File: src/rtl/rv_ctrl_pkg.sv
// Shared encodings for the RV32I multi-cycle controller: opcodes, immediate
// formats, datapath mux selects, FSM states and decoded instruction classes.
package rv_ctrl_pkg;

  localparam logic [6:0] OPC_LUI    = 7'b0110111;
  localparam logic [6:0] OPC_AUIPC  = 7'b0010111;
  localparam logic [6:0] OPC_JAL    = 7'b1101111;
  localparam logic [6:0] OPC_JALR   = 7'b1100111;
  localparam logic [6:0] OPC_BRANCH = 7'b1100011;
  localparam logic [6:0] OPC_LOAD   = 7'b0000011;
  localparam logic [6:0] OPC_STORE  = 7'b0100011;
  localparam logic [6:0] OPC_OP_IMM = 7'b0010011;
  localparam logic [6:0] OPC_OP     = 7'b0110011;
  localparam logic [6:0] OPC_SYSTEM = 7'b1110011;

  // EBREAK is the only SYSTEM encoding this core accepts
  localparam logic [31:0] INSTR_EBREAK = 32'h0010_0073;

  localparam logic [2:0] IMM_NONE = 3'd0;
  localparam logic [2:0] IMM_I    = 3'd1;
  localparam logic [2:0] IMM_S    = 3'd2;
  localparam logic [2:0] IMM_B    = 3'd3;
  localparam logic [2:0] IMM_U    = 3'd4;
  localparam logic [2:0] IMM_J    = 3'd5;

  localparam logic [1:0] WB_ALU = 2'd0;
  localparam logic [1:0] WB_MEM = 2'd1;
  localparam logic [1:0] WB_PC4 = 2'd2;

  localparam logic PC_PLUS4 = 1'b0;
  localparam logic PC_ALU   = 1'b1;

  typedef enum logic [2:0] {
    ST_FETCH,
    ST_DECODE,
    ST_EXEC,
    ST_MEM,
    ST_WB,
    ST_HALT,
    ST_TRAP
  } state_t;

  typedef enum logic [3:0] {
    CLS_LUI,
    CLS_AUIPC,
    CLS_JAL,
    CLS_JALR,
    CLS_BRANCH,
    CLS_LOAD,
    CLS_STORE,
    CLS_OP_IMM,
    CLS_OP,
    CLS_EBREAK,
    CLS_ILLEGAL
  } instr_class_t;

endpackage

File: src/rtl/opcode_decode.sv
// Combinational opcode decoder: classifies the held IR contents, flags
// unsupported encodings and picks the immediate format for imm_gen.
module opcode_decode
  import rv_ctrl_pkg::*;
(
  input  logic [31:0]  instr,
  output instr_class_t instr_class,
  output logic         legal,
  output logic [2:0]   imm_sel
);

  always_comb begin
    instr_class = CLS_ILLEGAL;
    imm_sel     = IMM_NONE;
    case (instr[6:0])
      OPC_LUI:    begin instr_class = CLS_LUI;    imm_sel = IMM_U; end
      OPC_AUIPC:  begin instr_class = CLS_AUIPC;  imm_sel = IMM_U; end
      OPC_JAL:    begin instr_class = CLS_JAL;    imm_sel = IMM_J; end
      OPC_JALR:   begin instr_class = CLS_JALR;   imm_sel = IMM_I; end
      OPC_BRANCH: begin instr_class = CLS_BRANCH; imm_sel = IMM_B; end
      OPC_LOAD:   begin instr_class = CLS_LOAD;   imm_sel = IMM_I; end
      OPC_STORE:  begin instr_class = CLS_STORE;  imm_sel = IMM_S; end
      OPC_OP_IMM: begin instr_class = CLS_OP_IMM; imm_sel = IMM_I; end
      OPC_OP:     begin instr_class = CLS_OP;     imm_sel = IMM_NONE; end
      OPC_SYSTEM: begin
        if (instr == INSTR_EBREAK) instr_class = CLS_EBREAK;
      end
      default: ;
    endcase
    legal = (instr_class != CLS_ILLEGAL);
  end

endmodule

File: src/rtl/multicycle_ctrl.sv
// Multi-cycle RV32I control FSM: sequences fetch/decode/execute/memory/writeback
// over a shared single-port memory and counts retired instructions.
module multicycle_ctrl
  import rv_ctrl_pkg::*;
#(
  parameter int INSTRET_W = 32
) (
  input  logic                 clk,
  input  logic                 rst_n,
  input  logic                 run,
  input  logic [31:0]          instr,
  input  logic                 mem_ready,
  input  logic                 branch_taken,
  output logic                 mem_req,
  output logic                 mem_we,
  output logic                 ir_we,
  output logic                 pc_we,
  output logic                 pc_sel,
  output logic [2:0]           imm_sel,
  output logic                 alu_a_sel,
  output logic                 alu_b_sel,
  output logic                 rf_we,
  output logic [1:0]           wb_sel,
  output logic                 halted,
  output logic                 illegal,
  output logic [INSTRET_W-1:0] instret
);

  state_t       state, state_next;
  instr_class_t instr_class;
  logic         legal;
  logic [2:0]   dec_imm_sel;
  logic         retire, set_halted, set_illegal;
  logic         mem_req_raw, ir_we_raw, pc_we_raw, rf_we_raw;

  opcode_decode u_decode (
    .instr       (instr),
    .instr_class (instr_class),
    .legal       (legal),
    .imm_sel     (dec_imm_sel)
  );

  always_ff @(posedge clk or negedge rst_n) begin
    if (!rst_n) state <= ST_FETCH;
    else        state <= state_next;
  end

  always_ff @(posedge clk or negedge rst_n) begin
    if (!rst_n) begin
      instret <= '0;
      halted  <= 1'b0;
      illegal <= 1'b0;
    end else begin
      if (retire)      instret <= instret + INSTRET_W'(1);
      if (set_halted)  halted  <= 1'b1;
      if (set_illegal) illegal <= 1'b1;
    end
  end

  always_comb begin
    state_next  = state;
    mem_req_raw = 1'b0;
    mem_we      = 1'b0;
    ir_we_raw   = 1'b0;
    pc_we_raw   = 1'b0;
    pc_sel      = PC_PLUS4;
    imm_sel     = IMM_NONE;
    alu_a_sel   = 1'b0;
    alu_b_sel   = 1'b0;
    rf_we_raw   = 1'b0;
    wb_sel      = WB_ALU;
    retire      = 1'b0;
    set_halted  = 1'b0;
    set_illegal = 1'b0;
    case (state)
      ST_FETCH: begin
        mem_req_raw = run;
        if (run && mem_ready) begin
          ir_we_raw  = 1'b1;
          pc_we_raw  = 1'b1;
          state_next = ST_DECODE;
        end
      end
      ST_DECODE: begin
        imm_sel = dec_imm_sel;
        if (!legal) begin
          set_illegal = 1'b1;
          state_next  = ST_TRAP;
        end else if (instr_class == CLS_EBREAK) begin
          set_halted = 1'b1;
          retire     = 1'b1;
          state_next = ST_HALT;
        end else begin
          state_next = ST_EXEC;
        end
      end
      ST_EXEC: begin
        imm_sel   = dec_imm_sel;
        alu_a_sel = instr_class inside {CLS_AUIPC, CLS_JAL, CLS_BRANCH};
        alu_b_sel = (instr_class != CLS_OP);
        case (instr_class)
          CLS_BRANCH: begin
            if (branch_taken) begin
              pc_we_raw = 1'b1;
              pc_sel    = PC_ALU;
            end
            retire     = 1'b1;
            state_next = ST_FETCH;
          end
          CLS_LOAD, CLS_STORE: state_next = ST_MEM;
          default:             state_next = ST_WB;
        endcase
      end
      ST_MEM: begin
        imm_sel     = dec_imm_sel;
        mem_req_raw = 1'b1;
        mem_we      = (instr_class == CLS_STORE);
        if (mem_ready) begin
          if (instr_class == CLS_STORE) begin
            retire     = 1'b1;
            state_next = ST_FETCH;
          end else begin
            state_next = ST_WB;
          end
        end
      end
      ST_WB: begin
        imm_sel   = dec_imm_sel;
        rf_we_raw = 1'b1;
        if (instr_class == CLS_LOAD) begin
          wb_sel = WB_MEM;
        end else if (instr_class inside {CLS_JAL, CLS_JALR}) begin
          wb_sel    = WB_PC4;
          pc_we_raw = 1'b1;
          pc_sel    = PC_ALU;
        end
        retire     = 1'b1;
        state_next = ST_FETCH;
      end
      ST_HALT, ST_TRAP: ;
      default: state_next = ST_FETCH;
    endcase
  end

  // Strobes that would corrupt memory or architectural state are held off during reset
  assign mem_req = rst_n & mem_req_raw;
  assign ir_we   = rst_n & ir_we_raw;
  assign pc_we   = rst_n & pc_we_raw;
  assign rf_we   = rst_n & rf_we_raw;

endmodule

File: config.mk
export PLATFORM = sky130hd
export DESIGN_NAME = multicycle_ctrl
export DESIGN_NICKNAME = d
export VERILOG_FILES = /design/src/rtl/rv_ctrl_pkg.sv /design/src/rtl/opcode_decode.sv /design/src/rtl/multicycle_ctrl.sv
export SDC_FILE = /design/constraint.sdc
export NUM_CORES = 1
export LEC_CHECK = 0
export ABC_CLOCK_PERIOD_IN_PS = 5500
export BUFFER_PORTS_ARGS = -buffer_cell sky130_fd_sc_hd__buf_2
export CAP_MARGIN = 20
export CORE_ASPECT_RATIO = 0.6
export CORE_UTILIZATION = 54
export DETAILED_ROUTE_END_ITERATION = 6
export HOLD_SLACK_MARGIN = 0.02
export PLACE_DENSITY = 0.86
export SETUP_SLACK_MARGIN = 0.3
export SYNTH_ARGS = -nofsm -noshare
export SYNTH_HDL_FRONTEND = slang
export SYNTH_HIERARCHICAL = 1
export SYNTH_SLANG_ARGS = --single-unit
File: constraint.sdc
create_clock -name clk -period 5.5 [get_ports clk]
set_input_delay 1.1 -clock clk [delete_from_list [all_inputs] [get_ports clk]]
set_output_delay 1.1 -clock clk [all_outputs]
set_load 0.005 [all_outputs]
==> results of run 1 <==
## power by group through the flow
| stage | clock (W) | sequential, W | combinational [W] |
|---|---|---|---|
| after detailed placement | 0 | 0.000361 | 0.000210 |
| after global routing | 0.000223 | 0.000365 | 0.000235 |
| after floorplan | 0 | 0.000335 | 0.000162 |
| final | 0.000207 | 0.000357 | 0.000211 |
| after global placement | 0 | 0.000359 | 0.000207 |
| after CTS | 0.000211 | 0.000356 | 0.000212 |
## final timing paths
| kind | end | startpoint | slack [ns] |
|---|---|---|---|
| worst min register to register | illegal$_DFFE_PN0P_ | illegal$_DFFE_PN0P_ | 0.46 |
| worst max register to register | instret[28]$_DFFE_PN0P_ | state[2]$_DFFE_PN0P_ | 3.04 |
| worst max-delay path | pc_we | instr[3] | 1.17 |
| max in group asynchronous | instret[10]$_DFFE_PN0P_ | rst_n | 4.23 |
| min in group asynchronous | instret[25]$_DFFE_PN0P_ | rst_n | 0.64 |
| worst min-delay path | illegal$_DFFE_PN0P_ | illegal$_DFFE_PN0P_ | 0.46 |
## synthesized netlist by cell type, types with 4 or more instances
cell and number:
dfrtp_1 37, a21oi_1 4, nand3_2 7, xnor2_1 31
o31ai_1 4, inv_1 5, nand2b_1 8, nor2_1 9
nand2_1 16, nand4_1 8, buf_4 4, and2_1 5
nor3_1 5, nand3_1 11, and3_1 15, and4_1 8
## per-layer routing
metal	GRT usage, %	wire length (um)	vias to the layer above
met5	0	0	-
li1	-	-	1051
met4	7.65	75	0
met1	37.8	2710	996
met2	37.8	2470	78
met3	6.08	321	8
## flip-flops by register name (all words and copies together) (netlist names)
name / flops
illegal: 1
state: 3
halted: 1
instret: 32
## final cells by class
| class | instances | share of cell area, % |
|---|---|---|
| Multi-Input combinational cell | 186 | 46.6 |
| Sequential cell | 37 | 31.8 |
| Timing Repair Buffer | 85 | 14.8 |
| Clock buffer | 7 | 3.31 |
| Tap cell | 60 | 2.58 |
| Inverter | 6 | 0.773 |
| Clock inverter | 1 | 0.172 |
## metrics by stage
| step | total power, W | hold slack [ns] |
|---|---|---|
| 2_1_floorplan | 0.000497 | 0.451 |
| 3_3_place_gp | 0.000566 | 0.446 |
| 3_5_place_dp | 0.000571 | 0.446 |
| 4_1_cts | 0.000779 | 0.464 |
| 5_1_grt | 0.000823 | 0.504 |
| 6_report | 0.000775 | 0.457 |
## logic make-up after synthesis
logic type                 after synthesis  share of synthesized area, %
and+or+nand+nor                        112                          30.3
AOI/OAI and AO/OA                       38                          13.3
DFF                                     37                          39.0
xor gates and xnor gates                33                          12.2
buffers and inverters                   17                          3.79
muxes                                    2                         0.896
adders and majority gates                1                         0.527
## worst max-delay path: cells and delay by family
kind	cells	cell delay, ns
buffers and inverters	2	0.22
AND/OR/NAND/NOR	5	1.06
AO/OA/AOI/OAI	2	0.85
==> flow_metrics.env, run 1 <==
export IMPL_fp_row_count=18
export IMPL_grt_max_degree=32
export IMPL_synthCells=240
export IMPL_mostFrequentLayoutCell="buf_2"
export IMPL_placed_area_um2=2810
export IMPL_grt_total_usage_pct=25.9
export IMPL_fin_nets=359
export IMPL_firstDrtPassIters=4
export IMPL_synth_ff_type="dfrtp_1"
export IMPL_clock_fmax_mhz=231
export IMPL_cp_slowest_cell="a211oi_1"
export IMPL_port_buffers=83
export IMPL_slew_headroom_pct=48.8
export IMPL_yosysTopAreaCell="dfrtp_1"
export IMPL_cts_hold_buf=0
export IMPL_required_ns=4.40
export IMPL_fin_crit_ns=4.33
export IMPL_grt_pass1_wl_mm=9.10
export IMPL_synth_fp_nets=278
export IMPL_status="finished clean"
export IMPL_via_per_inst=5.58
export IMPL_post_place_cells=374
export IMPL_drc=0
export IMPL_pwr_share_seq_pct=46.0
export IMPL_design_die_area_um2=4680
export IMPL_worst_path_max_fanout=6
export IMPL_multi_input_area_um2=1360
export IMPL_end_kind="output port"
export IMPL_synth_top_area_share_pct=39.0
export IMPL_stdcell_count=382
export IMPL_nFillCells=326
export IMPL_die_h_um=53.4
export IMPL_path_cells="buf_2 > and3b_1 > nand2b_1 > a211oi_1 > nand2b_1 > nor3_1 > a221o_1 > and3_1 > buf_2"
export IMPL_route_vias_total=2133
export IMPL_cts_made_buffers=5
export IMPL_crit_type="input pin to output port"
export IMPL_synth_area_top_cells="dfrtp_1 39%, xnor2_1 11%, and3_1 4.0%, and4_1 3.0%, nand3_2 3.0%"
export IMPL_cp_start_kind="input pin"
export IMPL_leakage_nw=1.40
export IMPL_core_um2=4170
export IMPL_ys_seq_elements=37
export IMPL_fin_crit_sh_pct=78.8
export IMPL_netlist_area_um2=2370
export IMPL_finalWorstSetupSlack_ns=1.17
export IMPL_ctsRootBufferMaster="clkbuf_8"
export IMPL_tns_ns=0
export IMPL_synth_edf_count=0
export IMPL_final_cell_mix="83 x buf_2, 37 x dfrtp_1, 31 x xnor2_1"
export IMPL_seq_area_frac_synth_pct=39.0
export IMPL_num_io_pins=84
export IMPL_synthArstFlopShare_pct=100
export IMPL_routedWlPerCell_um=14.6
export IMPL_antenna_found_initial=0
export IMPL_hold_viol=0
export IMPL_clockBufferDepth=2
export IMPL_routabilityCongestion=0.901
export IMPL_finClkSkew_ns=0.00325
export IMPL_grt_pass1_vias=1910
export IMPL_comb_power_share_pct=27.3
export IMPL_reg2regPathDepth=5
export IMPL_finalMaxSlewViolations=0
export IMPL_fin_area_um2=2910
export IMPL_ant_nets=0
export IMPL_clock_power_share_pct=26.7
export IMPL_area_delta_synth_final_pct=22.7
export IMPL_p_int_w=0.000507
export IMPL_worstHoldPathType="register to register"
export IMPL_ff_latch_area_um2=926
export IMPL_antenna_cells=0
export IMPL_cp_arrival_ns=3.23
export IMPL_max_slew_worst_pin_slew_ns=0.765
export IMPL_synth_cell_types=56
export IMPL_pwr_density_cell_nw_per_um2=266
export IMPL_cts_sinks=37
export IMPL_clkLatencyLatePin_ns=0.29
export IMPL_start_util_pct=57.0
export IMPL_min_delay_path_depth=1
export IMPL_drt_initial_drc_count=118
export IMPL_fin_util_pct=69.9
export IMPL_drive_gt1_share_pct=35.1
export IMPL_synth_warnings=6
export IMPL_vdd_drop_max_v=0.000206
export IMPL_cts_tree="built"
export IMPL_synth_area_per_cell_um2=9.89
export IMPL_cts_resized_gates=0
export IMPL_clkTransAtPathRegs_ns=0.07
export IMPL_dp_slack_ns=1.18
export IMPL_totalWireLength_mm=5.58
export IMPL_sw_frac_of_total_pct=34.6
export IMPL_die_w_um=87.6
export IMPL_finalSetupViolations=0
export IMPL_power_switching_w=0.000268
export IMPL_globalRouteOverflowTotal=0
export IMPL_drv_cap=0
export IMPL_htree_levels=2
export IMPL_post_cts_buffers=0
export IMPL_rsz0062_at_grt="false"
export IMPL_dp_hpwl_mm=4.33
export IMPL_slowest_delay_ns=0.65
Note: power is estimated with default switching activity, not from simulation.
==> inputs of run 2 (changes only) <==
--- a/config.mk
+++ b/config.mk
@@ -5,14 +5,14 @@
 export SDC_FILE = /design/constraint.sdc
 export NUM_CORES = 1
 export LEC_CHECK = 0
-export ABC_CLOCK_PERIOD_IN_PS = 5500
+export ABC_CLOCK_PERIOD_IN_PS = 3660
 export BUFFER_PORTS_ARGS = -buffer_cell sky130_fd_sc_hd__buf_2
 export CAP_MARGIN = 20
 export CORE_ASPECT_RATIO = 0.6
-export CORE_UTILIZATION = 54
+export CORE_UTILIZATION = 45
 export DETAILED_ROUTE_END_ITERATION = 6
 export HOLD_SLACK_MARGIN = 0.02
-export PLACE_DENSITY = 0.86
+export PLACE_DENSITY = 0.76
 export SETUP_SLACK_MARGIN = 0.3
 export SYNTH_ARGS = -nofsm -noshare
 export SYNTH_HDL_FRONTEND = slang
==> constraint.sdc (replaced) <==
create_clock -name clk -period 3.66 [get_ports clk]
set_input_delay 0.732 -clock clk [delete_from_list [all_inputs] [get_ports clk]]
set_output_delay 0.732 -clock clk [all_outputs]
set_load 0.005 [all_outputs]
==> flow_metrics.env, run 2 (synthesis results as in run 1) <==
export IMPL_required_ns=2.93
export IMPL_via_per_inst=5.53
export IMPL_clock_power_share_pct=22.6
export IMPL_num_io_pins=84
export IMPL_path_cells="buf_2 > nor4_4 > nand4_1 > or3_1 > o31ai_2 > buf_4 > nor2b_4 > a221o_1 > and3_1 > buf_2"
export IMPL_fin_crit_ns=3.38
export IMPL_clkTransAtPathRegs_ns=0.07
export IMPL_power_switching_w=0.000415
export IMPL_pwr_share_seq_pct=46.9
export IMPL_fin_util_pct=60.5
export IMPL_sw_frac_of_total_pct=36.1
export IMPL_grt_pass1_wl_mm=9.36
export IMPL_hold_viol=0
export IMPL_crit_type="input pin to output port"
export IMPL_top_register="instret"
export IMPL_slew_headroom_pct=60.7
export IMPL_drc=0
export IMPL_largest_reg_flops=32
export IMPL_totalWireLength_mm=5.85
export IMPL_port_buffers=83
export IMPL_placed_area_um2=2860
export IMPL_drive_gt1_share_pct=38.4
export IMPL_ant_nets=0
export IMPL_mostFrequentLayoutCell="buf_2"
export IMPL_tns_ns=0
export IMPL_end_kind="output port"
export IMPL_die_w_um=95.8
export IMPL_vdd_drop_max_v=0.000152
export IMPL_routedWlPerCell_um=14.8
export IMPL_slowest_delay_ns=0.41
export IMPL_p_int_w=0.000733
export IMPL_worst_path_max_fanout=3
export IMPL_drt_initial_drc_count=161
export IMPL_die_h_um=58.3
export IMPL_grt_total_usage_pct=22.0
export IMPL_start_util_pct=46.7
export IMPL_max_slew_worst_pin_slew_ns=0.589
export IMPL_rsz0062_at_grt="true"
export IMPL_worstHoldPathType="input pin to async pin"
export IMPL_globalRouteOverflowTotal=0
export IMPL_antenna_found_initial=0
export IMPL_clkLatencyLatePin_ns=0.29
export IMPL_firstDrtPassIters=4
export IMPL_status="finished clean"
export IMPL_core_um2=5080
export IMPL_cp_slowest_cell="or3_1"
export IMPL_route_vias_total=2179
export IMPL_comb_power_share_pct=30.5
export IMPL_fin_nets=367
export IMPL_cp_arrival_ns=2.65
export IMPL_finalMaxSlewViolations=0
export IMPL_pwr_density_cell_nw_per_um2=373
export IMPL_design_die_area_um2=5580
export IMPL_fin_area_um2=3070
export IMPL_final_cell_mix="77 x buf_2, 37 x dfrtp_1, 31 x xnor2_1"
export IMPL_dp_hpwl_mm=4.35
export IMPL_routabilityCongestion=0.747
export IMPL_finClkSkew_ns=0.00610
export IMPL_leakage_nw=1.46
export IMPL_top_regs="instret x32, state x3"
export IMPL_clockBufferDepth=2
export IMPL_drv_cap=0
export IMPL_grt_max_degree=32
export IMPL_dp_slack_ns=0.0318
export IMPL_finalSetupViolations=0
export IMPL_clock_fmax_mhz=296
export IMPL_cts_made_buffers=5
export IMPL_cts_sinks=37
export IMPL_area_delta_synth_final_pct=29.3
export IMPL_fp_row_count=20
export IMPL_fin_crit_sh_pct=92.3
export IMPL_critical_path_most_common_cell="buf_2"
export IMPL_htree_levels=2
export IMPL_cp_start_kind="input pin"
export IMPL_grt_pass1_vias=1941
export IMPL_antenna_cells=0
export IMPL_finalWorstSetupSlack_ns=0.280
export IMPL_cts_tree="built"
export IMPL_ctsRootBufferMaster="clkbuf_8"
run 2: repair_timing:
action                                  in CTS  in global routing
pin swaps                                   12                  8
endpoints found under the hold margin        0                  0
buffers inserted                             2                  2
gates resized for setup                      9                  9
endpoints found under the setup margin       1                 33
hold buffers                                 0                  0
run 2: layer usage:
metal,up-vias,wire length [um],part of all wire (%),global-route usage (%)
li1,1062,-,-,-
met1,1026,2800,48,33.3
met2,84,2580,44,31.3
met3,7,405,6.9,5.12
met4,0,61,1.0,5.76
met5,-,0,0,0
run 2: path summary, 6_finish.rpt:
check	from	end	slack [ns]	depth (start not counted)
min in group clk	illegal$_DFFE_PN0P_	illegal$_DFFE_PN0P_	0.47	1
max	instr[9]	pc_we	0.28	10
max in group asynchronous	rst_n	illegal$_DFFE_PN0P_	2.71	2
min	rst_n	state[0]$_DFFE_PN0P_	0.29	1
min reg2reg	illegal$_DFFE_PN0P_	illegal$_DFFE_PN0P_	0.47	1
max reg2reg	instret[4]$_DFFE_PN0P_	instret[25]$_DFFE_PN0P_	1.47	5
run 2: area by class of cell:
type | count | area, um2
multi-input combinational | 186 | 1420
clock buffer | 5 | 68.8
tap | 66 | 82.6
timing repair buffer | 93 | 544
sequential | 37 | 926
inverter | 6 | 22.5
clock inverter | 1 | 5.00
fill | 435 | 2010
run 2: power by group through the flow:
| stage | registers, W | clock network, W | logic, W |
|---|---|---|---|
| floorplan | 0.000504 | 0 | 0.000243 |
| global placement | 0.000539 | 0 | 0.000321 |
| detailed placement | 0.000541 | 0 | 0.000327 |
| CTS | 0.000534 | 0.000264 | 0.000337 |
| global route | 0.000547 | 0.000284 | 0.000390 |
| finish | 0.000538 | 0.000259 | 0.000350 |
run 2: critical path: cells and delay by family:
kind	cells	cell delay, ns
simple gates	5	1.02
compound gates	2	0.48
buf+inv	3	0.40
run 2: through the flow:
| stage | hold WS (ns) | cells | total power [W] |
|---|---|---|---|
| global placement | 0.440 | 384 | 0.000859 |
| detailed placement | 0.454 | 384 | 0.000868 |
| global route | 0.302 | 394 | 0.00122 |
| CTS | 0.291 | 392 | 0.00113 |
| finish | 0.290 | 394 | 0.00115 |
| floorplan | 0.436 | 240 | 0.000747 |
==> inputs of run 3 (changes only) <==
--- a/config.mk
+++ b/config.mk
@@ -9,10 +9,11 @@
 export BUFFER_PORTS_ARGS = -buffer_cell sky130_fd_sc_hd__buf_2
 export CAP_MARGIN = 20
 export CORE_ASPECT_RATIO = 0.6
-export CORE_UTILIZATION = 45
+export CORE_UTILIZATION = 47
+export CTS_BUF_LIST = sky130_fd_sc_hd__clkbuf_4
 export DETAILED_ROUTE_END_ITERATION = 6
 export HOLD_SLACK_MARGIN = 0.02
-export PLACE_DENSITY = 0.76
+export PLACE_DENSITY = 0.79
 export SETUP_SLACK_MARGIN = 0.3
 export SYNTH_ARGS = -nofsm -noshare
 export SYNTH_HDL_FRONTEND = slang
==> flow_metrics.env, run 3 (synthesis results as in run 1) <==
export IMPL_worst_path_max_fanout=3
export IMPL_grt_pass1_vias=2046
export IMPL_status="finished clean"
export IMPL_grt_pass1_wl_mm=9.61
export IMPL_cts_sinks=37
export IMPL_crit_type="input pin to output port"
export IMPL_stdcell_count=393
export IMPL_final_cell_mix="78 x buf_2, 37 x dfrtp_1, 31 x xnor2_1"
export IMPL_ff_latch_area_um2=926
export IMPL_cts_hold_buf=0
export IMPL_finClkSkew_ns=0.0112
export IMPL_clock_fmax_mhz=291
export IMPL_max_slew_worst_pin_slew_ns=0.534
export IMPL_mostFrequentLayoutCell="buf_2"
export IMPL_cts_made_buffers=5
export IMPL_finalSetupViolations=0
export IMPL_nFillCells=402
export IMPL_via_per_inst=5.65
export IMPL_finalMaxSlewViolations=0
export IMPL_start_util_pct=50.5
export IMPL_dp_slack_ns=0.0409
export IMPL_top_regs="instret x32, state x3"
export IMPL_hold_viol=0
export IMPL_cts_tree="built"
export IMPL_antenna_cells=0
export IMPL_drc=0
export IMPL_required_ns=2.93
export IMPL_num_io_pins=84
export IMPL_largest_reg_flops=32
export IMPL_fp_row_count=19
export IMPL_rsz0062_at_grt="true"
export IMPL_placed_area_um2=2860
export IMPL_totalWireLength_mm=5.79
export IMPL_finalWorstSetupSlack_ns=0.220
export IMPL_ant_nets=0
export IMPL_pwr_density_cell_nw_per_um2=356
export IMPL_die_w_um=93.8
export IMPL_drive_gt1_share_pct=39.1
export IMPL_leakage_nw=1.45
export IMPL_drt_initial_drc_count=210
export IMPL_drv_cap=0
export IMPL_clkLatencyLatePin_ns=0.34
export IMPL_grt_total_usage_pct=23.2
export IMPL_fin_crit_sh_pct=94.0
export IMPL_slew_headroom_pct=64.4
export IMPL_globalRouteOverflowTotal=0
export IMPL_post_place_cells=381
export IMPL_route_vias_total=2221
export IMPL_grt_max_degree=31
export IMPL_tns_ns=0
export IMPL_die_h_um=57.1
export IMPL_port_buffers=83
export IMPL_fin_nets=367
export IMPL_routabilityCongestion=0.844
export IMPL_top_register="instret"
export IMPL_end_kind="output port"
export IMPL_area_delta_synth_final_pct=28.6
export IMPL_fin_crit_ns=3.44
export IMPL_routedWlPerCell_um=14.7
export IMPL_dp_hpwl_mm=4.28
export IMPL_timing_hold_ws_ns=0.229
export IMPL_cp_arrival_ns=2.71
export IMPL_firstDrtPassIters=4
export IMPL_vdd_drop_max_v=0.000169
export IMPL_multi_input_area_um2=1440
export IMPL_core_um2=4710
export IMPL_cp_start_kind="input pin"
export IMPL_antenna_found_initial=0
export IMPL_design_die_area_um2=5350
export IMPL_clockBufferDepth=2
export IMPL_ctsRootBufferMaster="clkbuf_4"
export IMPL_htree_levels=2
export IMPL_clkTransAtPathRegs_ns=0.11
export IMPL_worstHoldPathType="input pin to async pin"
export IMPL_fin_area_um2=3050
## run 3: cell types whose count changed in the layout (fill, tap and decap cells not counted), moves of 2 or more
| cell | previous run | this run |
|---|---|---|
| buf_6 | 7 | 5 |
| clkbuf_4 | 0 | 6 |
| nor4_4 | 2 | 4 |
| nor4_2 | 3 | 1 |
| clkbuf_8 | 5 | 0 |
## run 3: what timing repair did
action                     CTS  global route
hold endpoints to repair     0             0
pin swaps                   11             6
setup buffers                2             2
resized for setup           10             8
setup endpoints to repair    1            34
## run 3: path summary, 6_finish.rpt
path	from	endpoint	slack, ns	cells after the start
setup / recovery	instr[21]	pc_we	0.22	10
hold reg to reg	instret[31]$_DFFE_PN0P_	instret[31]$_DFFE_PN0P_	0.49	1
min in group clk	instret[31]$_DFFE_PN0P_	instret[31]$_DFFE_PN0P_	0.49	1
setup reg to reg	instret[4]$_DFFE_PN0P_	instret[29]$_DFFE_PN0P_	1.53	5
max in group asynchronous	rst_n	illegal$_DFFE_PN0P_	2.78	2
hold / removal	rst_n	instret[30]$_DFFE_PN0P_	0.23	1
## run 3: metrics by stage
step	utilization, %	total power [W]
final	64.9	0.00109
after CTS	63.5	0.00108
after floorplan	-	0.000747
after detailed placement	60.7	0.000864
after global placement	60.7	0.000856
after global routing	64.9	0.00117
## run 3: routing by layer
layer	share of wire, %	global-route usage (%)	wire (um)	vias to the layer above
met5	0	0	0	-
met4	2.0	7.47	114	0
met3	7.7	4.40	444	13
met2	42	33.6	2450	97
met1	48	35.0	2780	1048
li1	-	-	-	1063
## run 3: cell type report
type	instances	area share [%]
timing repair buffer	93	17.5
tap	63	2.58
clock buffer	6	1.47
clock inverter	2	0.328
inverter	6	0.737
sequential	37	30.3
multi-input combinational	186	47.1
## run 3: worst max-delay path, cell delays in order
cell	delay, ns
buf_2	0.10
nor3b_1	0.33
nand3_2	0.17
or3_1	0.37
o31ai_1	0.20
buf_4	0.17
nor2b_4	0.04
a221o_1	0.33
and3_1	0.14
buf_2	0.12
## run 3: where the power goes
group	internal [W]	switching (W)	leakage, nW
clock network	0.0000805	0.000128	0.0354
logic	0.000153	0.000194	0.919
registers	0.000451	0.0000811	0.499
total	0.000684	0.000403	1.45
